### src/rtl/mult_chk_shift_add.sv
// Golden sequential shift-add multiplier: one multiplier bit per cycle, WIDTH cycles per product.
// prod is a lookahead of the accumulator, so it already holds the final product while done is high.
module mult_chk_shift_add #(
  parameter int WIDTH = 8
) (
  input  logic                 clk,
  input  logic                 rst_n,
  input  logic                 start,
  input  logic                 abort,
  input  logic [WIDTH-1:0]     a,
  input  logic [WIDTH-1:0]     b,
  output logic                 busy,
  output logic                 done,
  output logic [2*WIDTH-1:0]   prod
);

  localparam int PW = 2 * WIDTH;
  localparam int CW = $clog2(WIDTH + 1);

  logic             r_busy;
  logic [CW-1:0]    r_cnt;
  logic [PW-1:0]    r_acc;
  logic [PW-1:0]    r_a_sh;
  logic [WIDTH-1:0] r_b_sh;
  logic [PW-1:0]    w_acc_nxt;

  assign w_acc_nxt = r_acc + (r_b_sh[0] ? r_a_sh : '0);

  always_ff @(posedge clk or negedge rst_n) begin
    if (!rst_n) begin
      r_busy <= 1'b0;
      r_cnt  <= '0;
      r_acc  <= '0;
      r_a_sh <= '0;
      r_b_sh <= '0;
    end else if (abort) begin
      r_busy <= 1'b0;
      r_cnt  <= '0;
    end else if (start) begin
      r_busy <= 1'b1;
      r_cnt  <= CW'(WIDTH);
      r_acc  <= '0;
      r_a_sh <= {{WIDTH{1'b0}}, a};
      r_b_sh <= b;
    end else if (r_busy) begin
      r_acc  <= w_acc_nxt;
      r_a_sh <= r_a_sh << 1;
      r_b_sh <= r_b_sh >> 1;
      r_cnt  <= r_cnt - CW'(1);
      if (r_cnt == CW'(1)) begin
        r_busy <= 1'b0;
      end
    end
  end

  assign busy = r_busy;
  assign done = r_busy && (r_cnt == CW'(1));
  assign prod = w_acc_nxt;

endmodule

### config.mk
export PLATFORM = sky130hd
export DESIGN_NAME = mult_chk_shift_add
export DESIGN_NICKNAME = d
export VERILOG_FILES = /design/src/rtl/mult_chk_shift_add.sv
export SDC_FILE = /design/constraint.sdc
export NUM_CORES = 1
export LEC_CHECK = 0
export BUFFER_PORTS_ARGS = -buffer_cell sky130_fd_sc_hd__buf_2
export CAP_MARGIN = 25
export CORE_MARGIN = 2
export CORE_UTILIZATION = 51
export DETAILED_ROUTE_END_ITERATION = 8
export PLACE_DENSITY = 0.74
export SYNTH_ARGS = -nofsm -noshare
export SYNTH_HDL_FRONTEND = slang
export SYNTH_SLANG_ARGS = --single-unit
### constraint.sdc
create_clock -name clk -period 2.35 [get_ports clk]
set_clock_uncertainty 0.05 [all_clocks]
set_input_delay 0.235 -clock clk [delete_from_list [all_inputs] [get_ports clk]]
set_output_delay 0.235 -clock clk [all_outputs]
set_load 0.05 [all_outputs]
* Word-level counts from Yosys, hierarchy flattened *
Index checks and enable logic that the tools add are counted.

word-level totals
  RAM bits = 0
  memories kept = 0
  logic and storage cells = 27
  memory bits (read-only) = 0
  bits in latches = 0
  input bits = 20
  output and inout bits = 18
  register bits after elaboration = 45

operators by class
  order comparisons = 0
  bitwise gates (word level) = 1
  multiply operators = 0
  shift operators = 0
  divide/modulo/power cells = 0
  reduce and logical (&&, ||, !) cells = 4
  $add $sub $neg = 2
  eq/ne operators = 1
  mux-type cells = 14

operators with widths
  kind                                                                number
  16-bit two-way mux                                                  5
  16-bit adder                                                        1
  8-bit two-way mux                                                   2
  4-bit two-way mux                                                   3
  4-bit by 1-bit == test with 1-bit output, second input constant     1
  1-bit two-way mux                                                   4
  4-bit by 1-bit subtractor with 4-bit output, second input constant  1
  3-bit nonzero test                                                  1
  2-bit AND reduction                                                 1
  2-bit nonzero test                                                  1
  1-bit logical AND                                                   1
  1-bit NOT                                                           1

* Depth between registers and ports, before layout *
Gate-level depths: netlist of the first run.

  depth after elaboration = 5
  gate-level depth with buffers = 9
  gate-level depth less buffers = 9

* Worst setup path before layout of the first run *
OpenSTA, ideal clock, no wires.

  path type = reg-to-reg
  from = register r_b_sh[0]
  to = register r_acc[14]
  setup slack = -0.651 ns
  buffers on the path = 0
  stages on the path, launching flop included = 9
  required time = 2.230 ns
  setup time = 0.070 ns
  clock period less this slack = 3.001 ns
  arrival time = 2.882 ns
  path through = dfrtp_1 -> and2_1 -> ha_1 -> fa_1 -> a21o_1 -> a221oi_2 -> o311ai_0 -> xor2_1 -> a22o_1

between the ends
  longest elaborated chain between the ends = 4

RTL lines
  item                    line  text
  from (decl)             24    logic [WIDTH-1:0] r_b_sh;
  from (signal assigned)  48    r_b_sh <= r_b_sh >> 1;
  16-bit two-way mux      27    assign w_acc_nxt = r_acc + (r_b_sh[0] ? r_a_sh : '0);
  16-bit adder            27
  via prod[14]            14    output logic [2*WIDTH-1:0] prod
  16-bit two-way mux      45    end else if (r_busy) begin
  16-bit two-way mux      39    end else if (start) begin
  to (signal assigned)    46    r_acc <= w_acc_nxt;
  to (decl)               22    logic [PW-1:0] r_acc;

The timed path passes the listed nets, and every way through them passes these cells. The select of a mux whose other input is x is not followed.
A chain may end at the register's enable or synchronous reset.

* Worst setup path after layout of the first run *
  from = register r_b_sh[0]
  to = output port prod[14]

between the ends
  longest elaborated chain between the ends = 2

RTL lines
  item                line
  16-bit two-way mux  27
  16-bit adder        27
  to (decl)           14

No other way between the ends.

==> results of run 1 <==
-- cell families (layout without fill, tap and decap cells) --
logic type / after synthesis / in the layout
xor gates and xnor gates: 18 / 18
buffers and inverters: 16 / 111
adders and majority gates: 18 / 18
muxes: 14 / 14
and+or+nand+nor: 78 / 78
AOI/OAI and AO/OA: 77 / 77
DFF: 45 / 45
-- where the power goes --
group          internal, mW  switching (mW)
sequential            0.860          0.0842
combinational         0.486           0.584
clock                 0.207           0.286
total                  1.55           0.954
-- per-stage QoR --
step	utilization	hold slack (ns)
after detailed placement	0.7205	0.2550
after floorplan	-	-0.1106
after CTS	0.7930	0.09575
final	0.8556	0.09472
after global placement	0.7205	0.2558
after global routing	0.8556	0.09246
-- Yosys cell counts --
cell type	count
a2111oi_0	1
a211oi_1	1
a21o_1	5
a21oi_1	14
a221oi_2	1
a22o_1	15
a31oi_1	1
and2_1	15
and3_1	1
buf_1	1
clkbuf_1	12
dfrtp_1	45
fa_1	1
ha_1	17
inv_1	3
mux2i_1	14
nand2_1	36
nand2b_1	11
nand3_1	1
nand4_1	2
nor2_1	6
nor2b_1	1
nor3_1	2
nor4b_1	2
nor4bb_1	1
o2111ai_1	1
o211ai_1	3
o21a_1	1
o21ai_0	30
o21ai_2	1
o21bai_1	2
o311ai_0	1
xnor2_1	9
xor2_1	9
-- metal layers --
layer,vias up,share of wire,GRT usage
met3,32,0.036,0.05026
met2,89,0.50,0.4502
met4,0,0.047,0.1014
li1,1124,-,-
met1,1226,0.42,0.3626
met5,-,0,0
-- cells in the final DEF, fill, tap and decap left out, types with 4 or more instances in the layout --
master,instances
nor2_1,5
buf_2,23
ha_4,13
mux2i_1,14
buf_4,53
xor2_4,5
a22o_1,15
o21ai_4,4
buf_6,23
dfrtp_1,45
a21oi_1,4
nand2_1,35
a21oi_2,5
clkbuf_8,5
a21oi_4,5
and2_4,5
and2_1,9
nand2b_1,11
o21ai_0,26
xnor2_4,6
a21o_1,5
-- worst paths after layout --
check                                            from  cells past startpoint  slack (ns)                endpoint
worst max register to register  r_b_sh[0]$_DFFE_PN0P_                     10       -0.24   r_acc[10]$_DFFE_PN0P_
min in group asynchronous                       rst_n                      2        0.45   r_b_sh[4]$_DFFE_PN0P_
max in group asynchronous                       rst_n                      3        1.20  r_a_sh[12]$_DFFE_PN0P_
worst min register to register  r_b_sh[4]$_DFFE_PN0P_                      2        0.45   r_b_sh[4]$_DFFE_PN0P_
worst min-delay path                             b[7]                      2        0.09   r_b_sh[7]$_DFFE_PN0P_
worst max-delay path            r_b_sh[0]$_DFFE_PN0P_                      9       -0.64                prod[14]
-- cell type report --
cell class	instances	area, um2
clock buffer	6	72.57
clock inverter	2	10.01
fill	247	695.7
inverter	3	11.26
multi-input combinational	205	2036
sequential	45	1126
tap	67	83.83
timing repair buffer	100	782.0
-- registers in the layout, summed over array words and instances, names as in the netlist --
register / flops
r_a_sh: 16
busy: 1
r_b_sh: 8
r_acc: 16
r_cnt: 4
-- what timing repair did --
item | CTS | global route
hold buffers | 1 | 0
gates resized for setup | 44 | 43
setup buffers | 8 | 9
endpoints found under the hold margin | 28 | 0
endpoints found under the setup margin | 22 | 24
pin swaps | 18 | 24
==> parameters.txt, run 1 <==
Parameter                              Value

Clocking
  Clock sink count ... 45
  Clock root buffer master ... clkbuf_8
  Number of buffers added by the clock tree synthesis step ... 5
  Clock slew seen by the registers of the worst setup and hold paths ... 0.09 ns
  Clk Latency, worst-skew pair ... 0.32 ns
  Number of levels in the clock H-tree ... 2
  Worst-case clock buffer depth ... 2
  TritonCTS clock tree ... built

Logic synthesis
  Area share of the largest cell type after synthesis ... 0.4327
  Cell taking the most area after synthesis ... dfrtp_1
  Synthesized-area fraction occupied by adder cells ... 0.08942
  Synthesis-stage register bit count ... 45
  Synthesized-area fraction occupied by ao, oa, aoi and oai cells ... 0.1913
  Proportion of synthesized chip area in sequential cells ... 0.4327
  Dominant combinational cell family by area after synthesis ... compound AO/OA/AOI/OAI gates
  Synthesized area per cell ... 9.784 um2
  Simple-gate area share of the yosys netlist ... 0.1490
  Netlist Area Pre-Place ... between 2000 and 3000 um2
  Count of cell types in the netlist ... 34
  Number of warnings reported in the yosys synthesis log ... 0
  Synthesized net count ... a little over 300
  Post-synthesis share of cell area spent on xor and xnor gates ... 0.06058
  Post-Synthesis Cells ... about 270
  Multiplexer area fraction after synthesis ... 0.05385
  Top cells by area, synth ... dfrtp_1 43%, ha_1 8.2%, o21ai_0 5.8%

Floorplan
  Placeable core region ... between 4000 and 5000 um2
  Die width ... between 70 and 80 um
  Floorplan die area ... 5690 um2
  Initial Utilization ... 0.5403
  Row count ... 25
  Die span in y ... roughly 75 um
  I/O pins ... 38

STA
  Final-layout setup total negative slack ... -6.840 ns
  Setup violators final ... 22
  Tmin final ... about 3 ns
  Final-report hold violation count ... 0
  Final count of pins violating max slew ... 0
  Transition time of the tightest slew-check pin ... 0.6886 ns
  Max-slew headroom ... 0.5410
  Maximum achievable frequency ... about 330 MHz
  Worst setup margin ... -0.6386 ns
  Final worst-path cycle share ... 1.272
  RSZ-0062 raised after global routing ... yes

Cells and area
  Layout area overhead ... 58.37%
  Number of nets in the layout ... about 400
  Fraction of final layout cells with drive strength greater than 1 ... 0.4543
  Antenna diode instance count ... 0
  Final Instance Area ... 4121 um2
  Non-filler instance count after layout ... about 430

Global route
  Global router's overall resource usage ... 0.2737
  Global-route wire length before repair ... 11,500 um
  Maximum number of pins on one net before global-route repair ... 67
  Antenna violations before repair ... 0
  Number of global-route vias before repair ... ~2,400
  Overflow after GRT ... 0

Run status
  Status ... finished, violations left
  Violated checks ... negative setup slack

Detailed routing
  Vias after detailed routing ... roughly 2,500
  Number of nets with antenna violations after detailed routing ... 0
  Post-detailed-routing wire length ... about 8400 um
  Count of TritonRoute iterations in the first routing pass ... 4
  Via density per instance ... 5.773
  DRC violation count after routing ... 0
  Detailed-route wire length per cell ... slightly below 20 um
  First DRT Iteration DRCs ... between 200 and 250

Setup path
  Crit path max-delay cell type ... dfrtp_1
  WP buf/inv ... 2
  Arrival time at the worst endpoint ... 2.70 ns
  Critical Path, Cell by Cell ... and2_4 > ha_4 > fa_2 > a21o_1 > a221oi_4 > buf_6 > o311ai_4 > xor2_4 > buf_6
  Critical Path Most Common Cell ... buf_6
  Longest individual stage delay on the worst path ... roughly 0.44 ns
  Type of element capturing the critical path ... output port
  Worst setup path category ... register to output port
  Critical path launch point type ... register
  CP required ... a little over 2 ns
  Maximum fanout along the worst path ... 4
  Critical path's top delay family ... compound AO/OA/AOI/OAI gates

Power
  Worst supply voltage drop on vdd ... around 0.61 mV
  Overall Power ... about 2.5 mW
  Leakage power total ... 1.963 nW
  Power per unit of standard cell area ... a little over 600 nW/um2

Placement
  HPWL after detailed placement ... between 4000 and 5000 um
  Placed instance area ... roughly 3500 um2
  Cell total after placement ... just over 400
  Gpl congestion ... roughly 0.86
  Setup slack after placement ... -0.3370 ns
  Count of input and output buffers ... 37

Hold path
  Hold WC Path Type ... primary input to register

Run
  Max-capacitance violation count ... 0
Power figures use the tool's default switching activity.
==> run 2: changes to the inputs <==
--- a/config.mk
+++ b/config.mk
@@ -7,8 +7,9 @@
 export LEC_CHECK = 0
 export BUFFER_PORTS_ARGS = -buffer_cell sky130_fd_sc_hd__buf_2
 export CAP_MARGIN = 25
-export CORE_MARGIN = 2
+export CORE_MARGIN = 5
 export CORE_UTILIZATION = 51
+export CTS_CLUSTER_SIZE = 30
 export DETAILED_ROUTE_END_ITERATION = 8
 export PLACE_DENSITY = 0.74
 export SYNTH_ARGS = -nofsm -noshare
==> constraint.sdc (replaced) <==
create_clock -name clk -period 2.35 [get_ports clk]
set_clock_uncertainty 0.05 [all_clocks]
set_input_delay 0.47 -clock clk [delete_from_list [all_inputs] [get_ports clk]]
set_output_delay 0.47 -clock clk [all_outputs]
set_load 0.05 [all_outputs]
==> parameters.txt, run 2 (synthesis results as in run 1) <==
Parameter                              Value

STA
  Final worst-path cycle share ... 1.338
  Max-slew headroom ... 0.5707
  Final count of pins violating max slew ... 0
  Worst setup margin ... -0.7944 ns
  Tmin final ... approximately 3.1 ns
  Final-layout setup total negative slack ... -9.535 ns
  Final-report hold violation count ... 0
  Setup violators final ... 22
  Maximum achievable frequency ... 318.0 MHz
  RSZ-0062 raised after global routing ... yes
  Transition time of the tightest slew-check pin ... ~0.64 ns

Setup path
  Arrival time at the worst endpoint ... 2.62 ns
  Critical path launch point type ... register
  Worst setup path category ... register to output port
  CP required ... about 1.8 ns
  Maximum fanout along the worst path ... 4
  Type of element capturing the critical path ... output port

Clocking
  Clk Latency, worst-skew pair ... a little over 0.3 ns
  Number of hold buffers added after CTS ... 0
  Number of levels in the clock H-tree ... 2
  TritonCTS clock tree ... built
  Number of buffers added by the clock tree synthesis step ... 5
  Worst-case clock buffer depth ... 2
  Clock root buffer master ... clkbuf_8
  Clock sink count ... 45
  Clock slew seen by the registers of the worst setup and hold paths ... 0.10 ns

Hold path
  Hold WC Path Type ... primary input to asynchronous set/reset pin

Cells and area
  Number of nets in the layout ... 396
  Most frequent standard cell in the layout excluding fill and tap cells ... buf_4
  Antenna diode instance count ... 0
  Layout area overhead ... 53.61%
  Fraction of final layout cells with drive strength greater than 1 ... 0.4262
  Registers with the most flip-flops ... r_a_sh: 16 flops, r_acc: 16 flops, r_b_sh: 8 flops
  Most frequent cells in the layout ... 55 x buf_4, 45 x dfrtp_1, 35 x nand2_1, 27 x o21ai_0, 22 x buf_2

Global route
  Overflow after GRT ... 0
  Global-route wire length before repair ... around 12,000 um
  Antenna violations before repair ... 0
  Maximum number of pins on one net before global-route repair ... 67
  Number of global-route vias before repair ... around 2,400
  Global router's overall resource usage ... 0.2403

Floorplan
  Die width ... 81.44 um
  Floorplan die area ... about 6600 um2
  Row count ... 26
  Initial Utilization ... 0.5161
  I/O pins ... 38
  Placeable core region ... about 5000 um2
  Die span in y ... a little over 80 um

Detailed routing
  Vias after detailed routing ... about 2,300
  Via density per instance ... around 5.3
  Count of TritonRoute iterations in the first routing pass ... 4
  Detailed-route wire length per cell ... between 15 and 20 um
  DRC violation count after routing ... 0
  Number of nets with antenna violations after detailed routing ... 0
  Post-detailed-routing wire length ... 7074 um
  First DRT Iteration DRCs ... 116

Placement
  Gpl congestion ... roughly 0.8
  HPWL after detailed placement ... roughly 4600 um
  Setup slack after placement ... -0.5876 ns
  Count of input and output buffers ... 37

Power
  Leakage power total ... just under 2 nW
  Worst supply voltage drop on vdd ... 0.4536 mV
  Power per unit of standard cell area ... approximately 620 nW/um2

Run status
  Status ... finished, violations left
  Violated checks ... negative setup slack

Run
  Max-capacitance violation count ... 0
-- run 2: cell count changes in the layout (fill, tap and decap cells not counted), moves of 2 or more --
| cell | change |
|---|---|
| a21oi_1 | +4 |
| a21oi_2 | -2 |
| a21oi_4 | -2 |
| and2_1 | +3 |
| and2_4 | -2 |
| buf_4 | +2 |
| buf_6 | -2 |
| clkinv_2 | -2 |
| ha_1 | +4 |
| ha_4 | -5 |
| o21ai_4 | -2 |
-- run 2: stage by stage --
stage / utilization / hold slack (ns) / area [um2] / cells / total power, mW
after global placement: 0.7112 / 0.4132 / 3586 / 411 / 1.765
after floorplan: - / 0.1244 / 2968 / 266 / 1.488
after detailed placement: 0.7134 / 0.4204 / 3597 / 412 / 1.789
after global routing: 0.7928 / 0.1684 / 3998 / 429 / 2.611
after CTS: 0.7849 / 0.1374 / 3958 / 426 / 2.468
final: 0.7928 / 0.1215 / 3998 / 429 / 2.493
-- run 2: layout make-up --
class	count	area [um2]
Timing Repair Buffer	98	759.5
Clock buffer	5	68.82
Clock inverter	3	25.02
Tap cell	70	87.58
Fill cell	305	1045
Multi-Input combinational cell	205	1919
Sequential cell	45	1126
Inverter	3	11.26
-- run 2: worst paths after layout --
path	startpoint	end	slack [ns]	depth (start not counted)
max	r_b_sh[0]$_DFFE_PN0P_	prod[12]	-0.79	9
min	rst_n	r_cnt[2]$_DFFE_PN0P_	0.12	1
max reg2reg	r_b_sh[0]$_DFFE_PN0P_	r_acc[8]$_DFFE_PN0P_	-0.24	10
min reg2reg	r_b_sh[2]$_DFFE_PN0P_	r_b_sh[2]$_DFFE_PN0P_	0.44	2
max in group asynchronous	rst_n	r_acc[8]$_DFFE_PN0P_	1.54	2
min in group clk	b[7]	r_b_sh[7]$_DFFE_PN0P_	0.34	2
-- run 2: per-layer routing --
metal | global-route usage | vias to the layer above | wire, um
met5 | 0 | - | 0
met4 | 0.06081 | 0 | 116
met3 | 0.03838 | 15 | 193
met2 | 0.4389 | 30 | 3788
met1 | 0.2938 | 1111 | 2977
li1 | - | 1123 | -
-- run 2: critical path, cell delays in order, from the launching register on --
cell and delay, ns:
dfrtp_1 0.42, and2_4 0.16, ha_4 0.15, fa_2 0.33, a21o_1 0.20, a221oi_4 0.37, o21ai_4 0.13, a21oi_4 0.22
xnor2_4 0.14, buf_6 0.18
-- run 2: where the power goes --
group | switching [mW] | leakage (nW) | internal [mW]
logic | 0.564 | 1.30 | 0.478
clock network | 0.306 | 0.0447 | 0.215
registers | 0.0700 | 0.599 | 0.860
-- run 2: repair_timing --
item	4_1_cts	5_1_grt
pin swaps	21	10
endpoints found under the hold margin	0	0
buffers inserted	6	4
gates resized for setup	51	3
setup endpoints to repair	22	25
==> run 3: changes to the inputs <==
--- a/config.mk
+++ b/config.mk
@@ -5,6 +5,7 @@
 export SDC_FILE = /design/constraint.sdc
 export NUM_CORES = 1
 export LEC_CHECK = 0
+export ABC_AREA = 0
 export BUFFER_PORTS_ARGS = -buffer_cell sky130_fd_sc_hd__buf_2
 export CAP_MARGIN = 25
 export CORE_MARGIN = 5
@@ -12,6 +13,7 @@
 export CTS_CLUSTER_SIZE = 30
 export DETAILED_ROUTE_END_ITERATION = 8
 export PLACE_DENSITY = 0.74
+export RECOVER_POWER = 100
 export SYNTH_ARGS = -nofsm -noshare
 export SYNTH_HDL_FRONTEND = slang
 export SYNTH_SLANG_ARGS = --single-unit
==> parameters.txt, run 3 (synthesis results as in run 1) <==
Parameter                              Value

Cells and area
  Registers with the most flip-flops ... r_a_sh: 16 flops, r_acc: 16 flops, r_b_sh: 8 flops
  Filler cell count ... slightly above 300
  Number of nets in the layout ... 396
  Layout area overhead ... 52.69%
  Antenna diode instance count ... 0
  Most frequent cells in the layout ... 52 x buf_4, 45 x dfrtp_1, 36 x nand2_1, 27 x o21ai_0, 21 x buf_6
  Fraction of final layout cells with drive strength greater than 1 ... 0.4067
  Most frequent standard cell in the layout excluding fill and tap cells ... buf_4

Clocking
  Number of buffers added by the clock tree synthesis step ... 5
  Clock slew seen by the registers of the worst setup and hold paths ... around 0.1 ns
  Worst-case clock buffer depth ... 2
  TritonCTS clock tree ... built
  Number of hold buffers added after CTS ... 0
  Number of levels in the clock H-tree ... 2
  Clock sink count ... between 40 and 50
  Clock root buffer master ... clkbuf_8
  Clk Latency, worst-skew pair ... between 0.3 and 0.4 ns

Run status
  Violated checks ... max-capacitance violations, max-slew violations, negative setup slack
  Status ... finished, violations left

Floorplan
  Die span in y ... 81.44 um
  Row count ... 26
  Placeable core region ... between 5000 and 6000 um2
  Floorplan die area ... 6632 um2
  I/O pins ... 38
  Initial Utilization ... 0.5161
  Die width ... slightly above 80 um

STA
  Maximum achievable frequency ... between 300 and 400 MHz
  Final worst-path cycle share ... 1.337
  Final count of pins violating max slew ... 30
  Tmin final ... approximately 3.1 ns
  Transition time of the tightest slew-check pin ... between 1.5 and 2 ns
  RSZ-0062 raised after global routing ... yes
  Worst setup margin ... -0.7920 ns
  Fin Hold WS ... 0.3396 ns
  Final-layout setup total negative slack ... -9.592 ns
  Final-report hold violation count ... 0
  Setup violators final ... 22
  Max-slew headroom ... -0.02281

Detailed routing
  Detailed-route wire length per cell ... 16.52 um
  Post-detailed-routing wire length ... around 7000 um
  Count of TritonRoute iterations in the first routing pass ... 4
  First DRT Iteration DRCs ... roughly 110
  Vias after detailed routing ... around 2,300
  Via density per instance ... approximately 5.3
  Number of nets with antenna violations after detailed routing ... 0
  DRC violation count after routing ... 0

Setup path
  CP required ... 1.83 ns
  Arrival time at the worst endpoint ... about 2.6 ns
  Worst setup path category ... register to output port
  Type of element capturing the critical path ... output port
  Longest individual stage delay on the worst path ... 0.43 ns
  Critical path launch point type ... register
  Critical Path, Cell by Cell ... and2_4 > ha_4 > fa_2 > a21o_1 > a221oi_4 > o21ai_4 > a21oi_4 > xnor2_4 > buf_6
  Crit path max-delay cell type ... dfrtp_1
  Maximum fanout along the worst path ... 4

Power
  Power per unit of standard cell area ... around 630 nW/um2
  Overall Power ... around 2.5 mW
  Leakage power total ... 1.918 nW
  Worst supply voltage drop on vdd ... around 0.45 mV

Placement
  Setup slack after placement ... -0.5876 ns
  Gpl congestion ... between 0.8 and 0.9
  HPWL after detailed placement ... approximately 4600 um
  Count of input and output buffers ... 37

Global route
  Antenna violations before repair ... 0
  Overflow after GRT ... 0
  Number of global-route vias before repair ... 2,437
  Maximum number of pins on one net before global-route repair ... 67
  Global router's overall resource usage ... 0.2403
  Global-route wire length before repair ... approximately 12,000 um

Run
  Max-capacitance violation count ... 1

Hold path
  Hold WC Path Type ... primary input to register
[run 3: layout make-up]
type                    count  area [um2]  area share
clock inverters             3       25.02    0.006297
well taps                  70       87.58     0.02204
inverters                   3       11.26    0.002834
multi-input cells         205        1909      0.4805
flip-flops and latches     45        1126      0.2834
clock buffers               5       68.82     0.01732
repair buffers             98       745.7      0.1877
[run 3: path summary, 6_finish.rpt]
path                       depth (start not counted)                  start  slack [ns]               endpoint
min in group asynchronous                          1                  rst_n        0.47   r_cnt[2]$_DFFE_PN0P_
min reg2reg                                        2  r_b_sh[2]$_DFFE_PN0P_        0.44  r_b_sh[2]$_DFFE_PN0P_
max in group asynchronous                          2                  rst_n        0.67   r_acc[8]$_DFFE_PN0P_
max                                                9  r_b_sh[0]$_DFFE_PN0P_       -0.79               prod[12]
min                                                2                   b[7]        0.34  r_b_sh[7]$_DFFE_PN0P_
max reg2reg                                       10  r_b_sh[0]$_DFFE_PN0P_       -0.24   r_acc[8]$_DFFE_PN0P_
[run 3: critical path: cells and delay by family, from the launching register on]
kind / cells / cell delay [ns]
buffers and inverters: 1 / 0.18
AND/OR/NAND/NOR: 1 / 0.16
XOR/XNOR: 1 / 0.14
flip-flops: 1 / 0.43
AO/OA/AOI/OAI: 4 / 0.92
adder cells (fa/ha/maj): 2 / 0.48
[run 3: repair_timing]
item,4_1_cts,5_1_grt
pin swaps,21,10
gates resized for setup,51,3
buffers inserted,6,4
endpoints found under the setup margin,22,25
[run 3: per-stage QoR]
step | utilization | area, um2 | instances
after floorplan | - | 2968 | 266
after global placement | 0.7112 | 3586 | 411
after detailed placement | 0.7134 | 3597 | 412
after CTS | 0.7849 | 3958 | 426
after global routing | 0.7881 | 3974 | 429
final | 0.7881 | 3974 | 429
[run 3: routing by layer]
layer | track usage | part of all wire
met1 | 0.2938 | 0.43
met2 | 0.4389 | 0.53
met3 | 0.03838 | 0.027
met4 | 0.06081 | 0.016
met5 | 0 | 0
[run 3: power by group]
part	total [mW]	leakage [nW]	switching, mW	internal (mW)
combinational	1.03	1.27	0.562	0.471
sequential	0.930	0.599	0.0702	0.860
clock	0.522	0.0447	0.306	0.215
total	2.49	1.92	0.939	1.55
